<file path="config.mk">
export PLATFORM = sky130hd
export DESIGN_NAME = stack_unit_flat
export DESIGN_NICKNAME = d
export VERILOG_FILES = /design/src/rtl/stack_unit_pkg.sv /design/src/rtl/stack_unit_if.sv /design/src/rtl/stack_ram.sv /design/src/rtl/stack_unit.sv /design/src/flat_wrapper.sv
export SDC_FILE = /design/constraint.sdc
export NUM_CORES = 1
export LEC_CHECK = 0
export CAP_MARGIN = 40
export CORE_ASPECT_RATIO = 0.5
export CORE_MARGIN = 2
export CORE_UTILIZATION = 35
export DETAILED_ROUTE_END_ITERATION = 10
export PLACE_DENSITY = 0.62
export SETUP_SLACK_MARGIN = 0.4
export SLEW_MARGIN = 20
export SYNTH_ARGS = -nofsm -noshare
export SYNTH_HDL_FRONTEND = slang
export SYNTH_SLANG_ARGS = --single-unit
</file>
<file path="constraint.sdc">
create_clock -name clk -period 5.1 [get_ports clk]
set_clock_uncertainty 0.1 [all_clocks]
set_input_delay 0.765 -clock clk [delete_from_list [all_inputs] [get_ports clk]]
set_output_delay 0.765 -clock clk [all_outputs]
set_load 0.005 [all_outputs]
</file>
<file path="src/rtl/stack_unit_pkg.sv">
// Shared definitions for the data stack: FSM state encoding, default
// sizing, and the stack-pointer width helper.
package stack_unit_pkg;

    localparam int unsigned DEFAULT_WIDTH = 8;
    localparam int unsigned DEFAULT_DEPTH = 64;

    typedef enum logic [1:0] {
        STK_IDLE,
        STK_WAIT,
        STK_BUBBLE
    } stack_state_t;

    // The stack pointer must represent 0..DEPTH inclusive, hence one extra bit.
    function automatic int unsigned sp_width(input int unsigned depth);
        return $clog2(depth) + 1;
    endfunction

endpackage

</file>
<file path="src/rtl/stack_unit_if.sv">
// Decode-side interface of the data stack: push/pop requests in, popped data,
// bubble/stall handshake and status flags out.
interface stack_unit_if #(
    parameter int unsigned WIDTH = 8
);

    logic             push;
    logic             pop;
    logic [WIDTH-1:0] push_data;
    logic [WIDTH-1:0] pop_data;
    logic             pop_bubble;
    logic             stall;
    logic             full;
    logic             empty;
    logic             overflow_err;
    logic             underflow_err;
    logic             protocol_err;

    // Decoder side: issues PSH/POP and consumes the popped value.
    modport master (
        output push, pop, push_data,
        input  pop_data, pop_bubble, stall, full, empty,
        input  overflow_err, underflow_err, protocol_err
    );

    // Stack side.
    modport slave (
        input  push, pop, push_data,
        output pop_data, pop_bubble, stall, full, empty,
        output overflow_err, underflow_err, protocol_err
    );

endinterface

</file>
<file path="src/rtl/stack_ram.sv">
// Single-port stack storage: synchronous write, registered read.
// Contents are not reset; only entries below sp are ever read back.
module stack_ram #(
    parameter int unsigned WIDTH = 8,
    parameter int unsigned DEPTH = 64
) (
    input  logic                     clk,
    input  logic                     we,
    input  logic [$clog2(DEPTH)-1:0] addr,
    input  logic [WIDTH-1:0]         din,
    output logic [WIDTH-1:0]         dout
);

    logic [WIDTH-1:0] mem [DEPTH];

    // Write on we; the read data register updates every cycle from addr.
    always_ff @(posedge clk) begin
        if (we) begin
            mem[addr] <= din;
        end
        dout <= mem[addr];
    end

endmodule

</file>
<file path="src/rtl/stack_unit.sv">
// Data stack backing PSH/POP. A pop reads the synchronous RAM, so the value
// reaches pop_data two cycles after the request; fetch/decode is stalled for
// that gap and pop_bubble pulses for one cycle when pop_data is valid.
module stack_unit
    import stack_unit_pkg::*;
#(
    parameter int unsigned WIDTH = DEFAULT_WIDTH,
    parameter int unsigned DEPTH = DEFAULT_DEPTH
) (
    input  logic        clk,
    input  logic        reset,
    stack_unit_if.slave bus
);

    localparam int unsigned AW  = $clog2(DEPTH);
    localparam int unsigned SPW = sp_width(DEPTH);
    localparam logic [SPW-1:0] SP_FULL = SPW'(DEPTH);

    stack_state_t     state, state_n;
    logic [SPW-1:0]   sp, sp_n, sp_dec;
    logic             zero_pending, zero_pending_n;
    logic [WIDTH-1:0] pop_data_q, pop_data_n;
    logic             ovf_q, ovf_n;
    logic             unf_q, unf_n;
    logic             prot_q, prot_n;

    logic             ram_we;
    logic [AW-1:0]    ram_addr;
    logic [WIDTH-1:0] ram_dout;

    stack_ram #(
        .WIDTH (WIDTH),
        .DEPTH (DEPTH)
    ) u_ram (
        .clk  (clk),
        .we   (ram_we),
        .addr (ram_addr),
        .din  (bus.push_data),
        .dout (ram_dout)
    );

    // State, stack pointer, pop data and sticky error flags.
    always_ff @(posedge clk) begin
        if (reset) begin
            state        <= STK_IDLE;
            sp           <= '0;
            zero_pending <= 1'b0;
            pop_data_q   <= '0;
            ovf_q        <= 1'b0;
            unf_q        <= 1'b0;
            prot_q       <= 1'b0;
        end else begin
            state        <= state_n;
            sp           <= sp_n;
            zero_pending <= zero_pending_n;
            pop_data_q   <= pop_data_n;
            ovf_q        <= ovf_n;
            unf_q        <= unf_n;
            prot_q       <= prot_n;
        end
    end

    // Next-state logic: requests are only looked at in IDLE; pop wins over push.
    always_comb begin
        state_n        = state;
        sp_n           = sp;
        zero_pending_n = zero_pending;
        pop_data_n     = pop_data_q;
        ovf_n          = ovf_q;
        unf_n          = unf_q;
        prot_n         = prot_q;
        ram_we         = 1'b0;
        sp_dec         = sp - SPW'(1);
        ram_addr       = sp[AW-1:0];

        case (state)
            STK_IDLE: begin
                if (bus.pop) begin
                    if (bus.push) begin
                        prot_n = 1'b1;
                    end
                    if (sp == '0) begin
                        unf_n          = 1'b1;
                        zero_pending_n = 1'b1;
                    end else begin
                        ram_addr = sp_dec[AW-1:0];
                        sp_n     = sp_dec;
                    end
                    state_n = STK_WAIT;
                end else if (bus.push) begin
                    if (sp == SP_FULL) begin
                        ovf_n = 1'b1;
                    end else begin
                        ram_we = 1'b1;
                        sp_n   = sp + SPW'(1);
                    end
                end
            end
            STK_WAIT: begin
                pop_data_n = zero_pending ? '0 : ram_dout;
                state_n    = STK_BUBBLE;
            end
            STK_BUBBLE: begin
                zero_pending_n = 1'b0;
                state_n        = STK_IDLE;
            end
            default: begin
                state_n = STK_IDLE;
            end
        endcase
    end

    // Output decode from registered state only; no input-to-output paths.
    always_comb begin
        bus.stall         = (state != STK_IDLE);
        bus.pop_bubble    = (state == STK_BUBBLE);
        bus.full          = (sp == SP_FULL);
        bus.empty         = (sp == '0);
        bus.pop_data      = pop_data_q;
        bus.overflow_err  = ovf_q;
        bus.underflow_err = unf_q;
        bus.protocol_err  = prot_q;
    end

endmodule

</file>
<file path="src/flat_wrapper.sv">
// flat-port wrapper written by rule: the top's interface ports become plain ports
module stack_unit_flat import stack_unit_pkg::*;
#(
    parameter int unsigned WIDTH = DEFAULT_WIDTH,
    parameter int unsigned DEPTH = DEFAULT_DEPTH
)
  (clk, reset, bus_push, bus_pop, bus_push_data, bus_pop_data, bus_pop_bubble, bus_stall, bus_full, bus_empty, bus_overflow_err, bus_underflow_err, bus_protocol_err);
  stack_unit_if #(.WIDTH(WIDTH)) bus_i ();
  input  logic clk;
  input  logic reset;
  input wire logic [$bits(bus_i.push)-1:0] bus_push;
  input wire logic [$bits(bus_i.pop)-1:0] bus_pop;
  input wire logic [$bits(bus_i.push_data)-1:0] bus_push_data;
  output wire logic [$bits(bus_i.pop_data)-1:0] bus_pop_data;
  output wire logic [$bits(bus_i.pop_bubble)-1:0] bus_pop_bubble;
  output wire logic [$bits(bus_i.stall)-1:0] bus_stall;
  output wire logic [$bits(bus_i.full)-1:0] bus_full;
  output wire logic [$bits(bus_i.empty)-1:0] bus_empty;
  output wire logic [$bits(bus_i.overflow_err)-1:0] bus_overflow_err;
  output wire logic [$bits(bus_i.underflow_err)-1:0] bus_underflow_err;
  output wire logic [$bits(bus_i.protocol_err)-1:0] bus_protocol_err;
  assign bus_i.push = bus_push;
  assign bus_i.pop = bus_pop;
  assign bus_i.push_data = bus_push_data;
  assign bus_pop_data = bus_i.pop_data;
  assign bus_pop_bubble = bus_i.pop_bubble;
  assign bus_stall = bus_i.stall;
  assign bus_full = bus_i.full;
  assign bus_empty = bus_i.empty;
  assign bus_overflow_err = bus_i.overflow_err;
  assign bus_underflow_err = bus_i.underflow_err;
  assign bus_protocol_err = bus_i.protocol_err;
  stack_unit #(.WIDTH(WIDTH), .DEPTH(DEPTH)) u_core (.clk(clk), .reset(reset), .bus(bus_i));
endmodule
</file>
== Word-level counts from Yosys, hierarchy flattened ==
Memory sizes are Yosys's and may differ from the RTL's. A register that Yosys moved wholly into a read port is not among the register bits.
Index checks and enable logic that the tools add are counted.
Cells by class
  bitwise logic cells: 1
  $add $sub $neg: 2
  muxes and demuxes: 19
  reductions and logical operators: 10
  equality and inequality tests: 7
Operators by type and width (number)
  2-to-1 mux 7 bit: 4
  2-to-1 mux 6 bit: 3
  AND reduction 3 bit: 3
  2-to-1 mux 1 bit: 8
  2-to-1 mux 8 bit: 1
  != test 2 bit, second input constant: 4
  AND reduction 4 bit: 2
  adder 7 x 1 -> 7 bit, second input constant: 1
  equality test 7 bit, second input constant: 1
  zero test 7 bit: 1
  subtractor 7 x 1 -> 7 bit, second input constant: 1
  nonzero test 2 bit: 3
  one-hot mux 2 bit (2 select lines): 1
  equality test 2 x 1 -> 1 bit, second input constant: 1
  equality test 2 bit, second input constant: 1
  zero test 2 bit: 1
  2-to-1 mux 2 bit: 1
  one-hot mux 1 bit (2 select lines): 1
  NOT 1 bit: 1
Storage, ports and cells
  bits in writable memories: 512
  logic and storage cells: 47
  output and inout port bits: 15
  register bits: 21
  memories kept: 1
  input bits: 12
Memory list
  u_core.u_ram.mem: depth 64, bits a word 8, rd ports 1, clocked after memory_dff 1, write ports 1, line stack_ram.sv:14  | logic [WIDTH-1:0] mem [DEPTH];

== Longest topological paths before layout ==
Gate-level depths: netlist (run 1).
  depth after elaboration: 7
  gate-level depth with buffers: 15
  mapped depth without buffers: 10

== By module ==
From an unflattened synthesis (run 1), not the netlist that was laid out.
Unflattened totals
  cell total of the unflattened synthesis: 1323
  area, all modules: 21673.3 sq um
By module, submodules not included
  stack_ram: times used 1, seq. area each 15534.9 sq um, cells an instance 1171, area an instance 20449.6 sq um
  stack_unit: times used 1, seq. area each 420.4 sq um, cells an instance 152, area an instance 1223.7 sq um

== Worst setup path after synthesis (run 1) ==
OpenSTA, ideal clock, no wires.
  path kind: register to register
  start point: register u_core.sp[0]
  end point: memory u_core.u_ram.mem[27][0] (enable)
  setup time: 0.370 ns
  path slack: 1.583 ns
  clock period less this slack: 3.517 ns
  arrival: 3.046 ns
  data required time: 4.630 ns
  path buffers: 3
  stages on the path, launching flop included: 12
  cells stage by stage: dfxtp_1 -> buf_2 -> inv_2 -> ha_1 -> nor3b_4 -> a211o_1 -> nand2_1 -> buf_2 -> nor3_2 -> clkbuf_1 -> nand2_1 -> nor2_1
On the way
  cells in the longest elaborated chain, start to end: 7
  elaborated cells between the ends (all ways): 12
  those cells by class: 1 x add/sub; 1 x eq/ne; 9 x mux; 1 x reduce/logical
RTL lines
  from (decl): line stack_unit.sv:20  | logic [SPW-1:0] sp, sp_n, sp_dec;
  from (signal assigned): line stack_unit.sv:54  | sp <= sp_n;
  equality test 7 bit: line stack_unit.sv:91  | if (sp == SP_FULL) begin
  2-to-1 mux 1 bit: line stack_unit.sv:91
  2-to-1 mux 1 bit: line stack_unit.sv:90  | end else if (bus.push) begin
  2-to-1 mux 1 bit: line stack_unit.sv:78  | if (bus.pop) begin
  2-to-1 mux 1 bit: line stack_unit.sv:76  | case (state)
  2-to-1 mux 1 bit: line stack_ram.sv:18  | if (we) begin
  2-to-1 mux 1 bit (not written as such): line stack_ram.sv:19  | mem[addr] <= din;
  to (decl): line stack_ram.sv:14
Several ways; a longest one is shown, not always the timed one.

== Final worst setup path (run 1) ==
  start point: register u_core.sp[1]
  end point: register u_core.u_ram.dout[7] (read register of u_core.u_ram.mem)
On the way
  cells in the longest elaborated chain, start to end: 4
  elaborated cells between the ends (all ways): 5
  those cells by class: 1 x add/sub; 3 x mux; 1 x reduce/logical
RTL lines
  subtractor 7 x 1 -> 7 bit or zero test 7 bit (tied branches): line stack_unit.sv:73, stack_unit.sv:82
  2-to-1 mux 6 bit: line stack_unit.sv:82  | if (sp == '0) begin
  2-to-1 mux 6 bit: line stack_unit.sv:78
  2-to-1 mux 6 bit (*): line stack_unit.sv:76
  to (decl): line stack_ram.sv:11  | output logic [WIDTH-1:0] dout
Mark *: on every way between the ends. The rest lies on a longest branch, timed or not.
A chain may end at the register's enable or synchronous reset.

==> impl_metrics.env, run 1 <==
export IMPL_die_x_um=354
export IMPL_worst_path_buf_inv=2
export IMPL_max_freq_mhz=234
export IMPL_avgSynthCellArea_sq_um=15.7
export IMPL_cts_resized=0
export IMPL_yosysSeqAreaShare_pct=74.2
export IMPL_setup_viol_count_final=0
export IMPL_startpoint_type="flop"
export IMPL_routedWlPerCell_um=27.1
export IMPL_end_kind="flop"
export IMPL_fillCellCount=5476
export IMPL_ys_ff_latch=541
export IMPL_crit_type="reg -> reg"
export IMPL_crit_cells=11
export IMPL_antenna_found_initial=1
export IMPL_r2r_cells=11
export IMPL_critPathTopFamily="simple AND/OR/NAND/NOR gates"
export IMPL_post_route_min_period_ns=4.27
export IMPL_place_area_sq_um=23600
export IMPL_crit_path_start="u_core.sp[1]$_SDFFE_PP0P_"
export IMPL_multi_input_area_sq_um=5190
export IMPL_via_per_inst=5.75
export IMPL_track_usage_pct=20.0
export IMPL_rsz0062_at_grt="no"
export IMPL_syn_inst=1367
export IMPL_worst_path_largest_cell_delay_ns=0.52
export IMPL_drive_gt1_share_pct=20.7
export IMPL_status="finished clean"
export IMPL_r2r_slack_ns=0.83
export IMPL_p_leak_nw=8.11
export IMPL_vias=13700
export IMPL_antenna_left=0
export IMPL_yosys_top_cells_area="edfxtp_1, mux2_2, dfxtp_1, mux2i_1, a221oi_1"
export IMPL_yosys_area_top_type="edfxtp_1"
export IMPL_start_util_pct=35.3
export IMPL_crit_path_end="u_core.u_ram.dout[7]$_DFF_P_"
export IMPL_core_sq_um=60900
export IMPL_maxSlewViolCount=0
export IMPL_crit_arrival_ns=4.64
export IMPL_h_tree_depth=2
export IMPL_clk_path_buf_depth=3
export IMPL_regArea_sq_um=16000
export IMPL_crit_required_ns=5.47
export IMPL_syn_nets=1382
export IMPL_cts_tree="built"
export IMPL_clkTransAtPathRegs_ns=0.07
export IMPL_clk_latency_ns=0.60
export IMPL_synth_warnings=0
export IMPL_nets=1530
export IMPL_ir_drop_uv=349
export IMPL_netlist_area_leader_share_pct=71.5
export IMPL_fp_dieH_um=179
export IMPL_worstMarginPinSlew_ns=0.860
export IMPL_cts_sinks=541
export IMPL_fin_tns_setup_ns=0
export IMPL_synth_area_sq_um=21500
export IMPL_gp_congestion=0.940
export IMPL_drv_cap=0
export IMPL_first_pass_iters=5
export IMPL_grt_first_pass_wirelength_um=92100
export IMPL_synth_edf_count=512
export IMPL_portBuffers=26
export IMPL_r2r_start="u_core.sp[1]$_SDFFE_PP0P_"
export IMPL_area_growth_syn_to_layout_pct=17.3
export IMPL_dieArea_sq_um=63500
export IMPL_num_antenna_cells=0
export IMPL_wl_um=64400
export IMPL_postCtsHoldBufs=0
export IMPL_cp_max_fo=14
export IMPL_grt_pass1_vias=12900
export IMPL_synth_cell_types=83
export IMPL_synthTopCellsByCount="edfxtp_1, nor2_1, nand2_1"
export IMPL_yosysMostFrequentCell="edfxtp_1"
export IMPL_hold_viol=0
export IMPL_relSlewSlack_pct=42.6
export IMPL_cts_buffers=52
export IMPL_period_share_pct=83.7
export IMPL_cp_cell_sequence="inv_1 > ha_1 > or3b_1 > o211a_4 > nor2_4 > buf_4 > mux2i_1 > o22ai_1 > a221oi_1 > o21ai_0 > or4b_1"
export IMPL_rows=64
export IMPL_ys_flop_type="edfxtp_1"
export IMPL_overflow=0
export IMPL_hpwlAfterDp_um=41800
export IMPL_grt_max_degree=65
export IMPL_drc_errors=0
export IMPL_root_buffer="clkbuf_16"
export IMPL_ioPinCount=27
export IMPL_drt_initial_drc_count=2045
export IMPL_cp_slowest_cell="or4b_1"
export IMPL_p_per_area_nw_per_um2=560
export IMPL_hold_path_class="reg -> reg"
export IMPL_cts_setup_buffers=0
export IMPL_r2r_end="u_core.u_ram.dout[7]$_DFF_P_"
export IMPL_final_area_sq_um=25200
export IMPL_async_reset_ff_share_pct=0
worst min path at each step:
stage / slack, ns / cells after the start / to / start
2_1_floorplan: 0.36 / 2 / u_core.bus.overflow_err$_SDFFE_PP0P_ / u_core.bus.overflow_err$_SDFFE_PP0P_
3_3_place_gp: 0.35 / 2 / u_core.bus.overflow_err$_SDFFE_PP0P_ / u_core.bus.overflow_err$_SDFFE_PP0P_
3_5_place_dp: 0.37 / 2 / u_core.bus.underflow_err$_SDFFE_PP0P_ / u_core.bus.underflow_err$_SDFFE_PP0P_
4_1_cts: 0.39 / 2 / u_core.bus.protocol_err$_SDFFE_PP0P_ / u_core.bus.protocol_err$_SDFFE_PP0P_
5_1_grt: 0.42 / 2 / u_core.bus.underflow_err$_SDFFE_PP0P_ / u_core.bus.underflow_err$_SDFFE_PP0P_
6_report: 0.37 / 2 / u_core.bus.protocol_err$_SDFFE_PP0P_ / u_core.bus.protocol_err$_SDFFE_PP0P_
metal layers:
metal | vias to the layer above | part of all wire (%) | global-route usage, %
li1 | 5778 | - | -
met1 | 6863 | 41 | 28.6
met2 | 886 | 43 | 30.2
met3 | 130 | 12 | 4.63
met4 | 2 | 3.0 | 5.95
met5 | - | 0.019 | 0
kinds of logic after synthesis:
| family | after synthesis | synth area share [%] |
|---|---|---|
| DFF | 541 | 74.2 |
| AOI/OAI and AO/OA | 333 | 11.6 |
| and+or+nand+nor | 282 | 6.12 |
| muxes | 113 | 5.72 |
| buffers and inverters | 89 | 1.89 |
| xor gates and xnor gates | 6 | 0.244 |
| adders and majority gates | 3 | 0.175 |
per-stage QoR:
step / worst slack, ns / std cells / total power, mW / hold WS, ns / util, %
after CTS: 0.868 / 2376 / 14.0 / 0.387 / 41.3
after global routing: 0.613 / 2377 / 14.5 / 0.416 / 41.4
after detailed placement: 0.446 / 2285 / 10.4 / 0.371 / 38.8
after floorplan: 1.58 / 1367 / 8.09 / 0.360 / -
final: 0.831 / 2377 / 14.1 / 0.373 / 41.4
after global placement: 0.469 / 2283 / 10.4 / 0.350 / 38.7
cell usage in the layout (no fill, tap or decap), types with 29 or more instances in the layout:
master | synthesis | routed
edfxtp_1 | 512 | 512
buf_4 | 3 | 143
nor2_1 | 116 | 113
nand2_1 | 85 | 84
a21oi_1 | 64 | 64
mux2_2 | 61 | 61
a221oi_1 | 54 | 54
clkbuf_16 | 0 | 52
mux2i_1 | 49 | 49
a22oi_1 | 47 | 47
o21ai_0 | 30 | 29
dfxtp_1 | 29 | 29
state kept, by name, summed over array words and instances, names as in the netlist:
name and flops:
u_core.bus.protocol_err 1, u_core.state 2, u_core.bus.pop_data 8, u_core.bus.overflow_err 1
u_core.u_ram.dout 8, u_core.sp 7, u_core.bus.underflow_err 1, u_core.u_ram.mem 512
u_core.zero_pending 1
worst min-delay path, stage by stage, from the launching register on:
cell	delay, ns
dfxtp_1	0.33
a21oi_1	0.04
nor2_1	0.07
power breakdown:
| part | internal (mW) | leakage (nW) | switching (mW) | total (mW) |
|---|---|---|---|---|
| clock network | 1.97 | 0.751 | 1.63 | 3.61 |
| logic | 1.86 | 2.52 | 3.54 | 5.40 |
| registers | 4.99 | 4.84 | 0.117 | 5.10 |
final cells by class:
| class | count | area share (%) |
|---|---|---|
| Sequential cell | 541 | 63.3 |
| Multi-Input combinational cell | 737 | 20.6 |
| Timing Repair Buffer | 177 | 5.73 |
| Clock buffer | 63 | 5.33 |
| Tap cell | 825 | 4.10 |
| Clock inverter | 28 | 0.839 |
| Inverter | 6 | 0.0894 |
Power figures use the tool's default switching activity.
==> run 2: changes to the inputs <==
==> constraint.sdc (replaced) <==
create_clock -name clk -period 4.1 [get_ports clk]
set_clock_uncertainty 0.1 [all_clocks]
set_input_delay 0.615 -clock clk [delete_from_list [all_inputs] [get_ports clk]]
set_output_delay 0.615 -clock clk [all_outputs]
set_load 0.005 [all_outputs]
==> run 2 against run 1 <==
Against the previous run:
- hold slack worse by 0.043 ns
- wire length about the same
- combinational power is 35% higher
- critical path depth is 2 lower
- first-iteration DRC count decreased by 10%
- core utilization grew 0.93 points
- sequential cell count unchanged
- register-to-register slack got worse by 0.28 ns
- sequential share of layout area fell by 1.4 points
==> impl_metrics.env, run 2 (synthesized netlist as in run 1, its figures left out) <==
export IMPL_final_common_cell="edfxtp_1"
export IMPL_p_sw_mw=6.70
export IMPL_worstMarginPinSlew_ns=0.803
export IMPL_core_sq_um=60900
export IMPL_overflow=0
export IMPL_hold_viol=0
export IMPL_clk_path_buf_depth=3
export IMPL_combPwrFrac_pct=40.3
export IMPL_drv_cap=0
export IMPL_status="finished clean"
export IMPL_whs_ns=0.330
export IMPL_internal_power_mw=11.5
export IMPL_cts_buffers=51
export IMPL_grt_first_pass_wirelength_um=92400
export IMPL_cts_sinks=541
export IMPL_fin_tns_setup_ns=0
export IMPL_swShare_pct=36.9
export IMPL_startpoint_type="input port"
export IMPL_die_x_um=354
export IMPL_gp_congestion=0.913
export IMPL_cp_max_fo=20
export IMPL_setup_viol_count_final=0
export IMPL_post_route_min_period_ns=3.61
export IMPL_regMostFlops="u_core.u_ram.mem"
export IMPL_rows=64
export IMPL_period_share_pct=88.2
export IMPL_fp_dieH_um=179
export IMPL_final_area_sq_um=25800
export IMPL_r2r_start="u_core.sp[1]$_SDFFE_PP0P_"
export IMPL_relSlewSlack_pct=46.2
export IMPL_hold_path_class="in -> reg"
export IMPL_max_freq_mhz=277
export IMPL_power_frac_clock_pct=25.0
export IMPL_antenna_found_initial=1
export IMPL_largest_reg_flops=512
export IMPL_postCtsHoldBufs=0
export IMPL_vias=13800
export IMPL_hpwlAfterDp_um=42600
export IMPL_dieArea_sq_um=63500
export IMPL_area_growth_syn_to_layout_pct=19.9
export IMPL_worst_path_largest_cell_delay_ns=0.59
export IMPL_clk_latency_ns=0.60
export IMPL_place_area_sq_um=24100
export IMPL_grt_max_degree=39
export IMPL_p_leak_nw=8.39
export IMPL_ioPinCount=27
export IMPL_rsz0062_at_grt="no"
export IMPL_end_kind="flop"
export IMPL_h_tree_depth=2
export IMPL_cts_tree="built"
export IMPL_maxSlewViolCount=0
export IMPL_holdCritStartpoint="bus_push_data[6]"
export IMPL_final_cell_mix="edfxtp_1, buf_4, nor2_1"
export IMPL_sequentialPowerShare_pct=34.7
export IMPL_worst_path_buf_inv=3
export IMPL_nets=1567
export IMPL_drt_initial_drc_count=1841
export IMPL_crit_type="in -> reg"
export IMPL_drc_errors=0
export IMPL_root_buffer="clkbuf_16"
export IMPL_wl_um=64300
export IMPL_first_pass_iters=5
export IMPL_ir_drop_uv=448
export IMPL_crit_path_start="bus_pop"
export IMPL_track_usage_pct=20.0
export IMPL_critPathTopFamily="simple AND/OR/NAND/NOR gates"
export IMPL_drive_gt1_share_pct=23.3
export IMPL_antenna_left=0
export IMPL_r2r_slack_ns=0.55
export IMPL_routedWlPerCell_um=26.6
export IMPL_clkTransAtPathRegs_ns=0.07
export IMPL_grt_pass1_vias=13200
export IMPL_p_per_area_nw_per_um2=705
export IMPL_start_util_pct=35.3
export IMPL_crit_required_ns=4.29
export IMPL_cp_slowest_cell="nor3_1"
export IMPL_portBuffers=26
export IMPL_cp_cell_sequence="clkdlybuf4s50_1 > or3b_1 > a21oi_4 > xnor2_2 > buf_12 > nor3_1 > nand2_2 > nor2_1 > buf_4"
export IMPL_crit_arrival_ns=3.81
export IMPL_via_per_inst=5.71
==> run 2: power groups by stage <==
stage               sequential (mW)  clock (mW)  combinational (mW)
global placement               6.42           0                6.95
floorplan                      6.36           0                3.70
global route                   6.32        4.81                7.62
finish                         6.31        4.54                7.31
CTS                            6.31        4.59                7.04
detailed placement             6.42           0                7.01
==> run 2: worst reg2reg max path, stage by stage (launching register included) <==
cell	delay [ns]
dfxtp_1	0.31
inv_1	0.14
ha_1	0.22
nor3b_4	0.45
a21oi_4	0.19
xnor2_2	0.19
buf_12	0.19
nor3_1	0.60
nand2_2	0.40
nor2_1	0.29
buf_4	0.21
==> run 2: cell type report <==
cell class | instances | area, sq um
tap | 825 | 1030
inverter | 6 | 22.5
multi-input combinational | 737 | 5250
antenna | 1 | 2.50
sequential | 541 | 16000
timing repair buffer | 215 | 1930
clock inverter | 26 | 196
clock buffer | 67 | 1380
fill | 5391 | 35200
==> run 2: worst paths after layout <==
| kind | end | cells past startpoint |
|---|---|---|
| setup / recovery | u_core.u_ram.mem[9][4]$_DFFE_PP_ | 9 |
| setup reg to reg | u_core.u_ram.mem[9][4]$_DFFE_PP_ | 10 |
| hold / removal | u_core.u_ram.mem[11][6]$_DFFE_PP_ | 1 |
| hold reg to reg | u_core.bus.overflow_err$_SDFFE_PP0P_ | 2 |
==> run 2: layer usage <==
layer  share of wire (%)  vias to the layer above  track usage, %
met5                0.17                        -            1.23
met4                 3.1                        2            6.85
met3                  10                      141            4.49
met2                  44                      760            30.1
met1                  43                     7062            28.4
li1                    -                     5849               -
==> run 2: repair_timing <==
item | 4_1_cts | 5_1_grt
pin swaps | 0 | 7
buffers inserted | 0 | 5
gates resized for setup | 3 | 7
endpoints found under the setup margin | 15 | 68
==> run 2: stage by stage <==
stage / utilization (%) / power (mW) / cells / setup WS [ns]
detailed placement: 39.5 / 13.4 / 2318 / -0.151
global placement: 39.3 / 13.4 / 2312 / -0.227
floorplan: - / 10.1 / 1367 / 0.583
global route: 42.3 / 18.7 / 2417 / 0.412
finish: 42.3 / 18.2 / 2418 / 0.486
CTS: 42.1 / 17.9 / 2411 / 0.404
==> run 3: changes to the inputs <==
--- a/config.mk
+++ b/config.mk
@@ -12,6 +12,7 @@
 export DETAILED_ROUTE_END_ITERATION = 10
 export PLACE_DENSITY = 0.62
 export SETUP_SLACK_MARGIN = 0.4
+export SKIP_CTS_REPAIR_TIMING = 1
 export SLEW_MARGIN = 20
 export SYNTH_ARGS = -nofsm -noshare
 export SYNTH_HDL_FRONTEND = slang
==> results of run 3 <==
No change in the layout: final DEF, timing and power equal those of run 2.
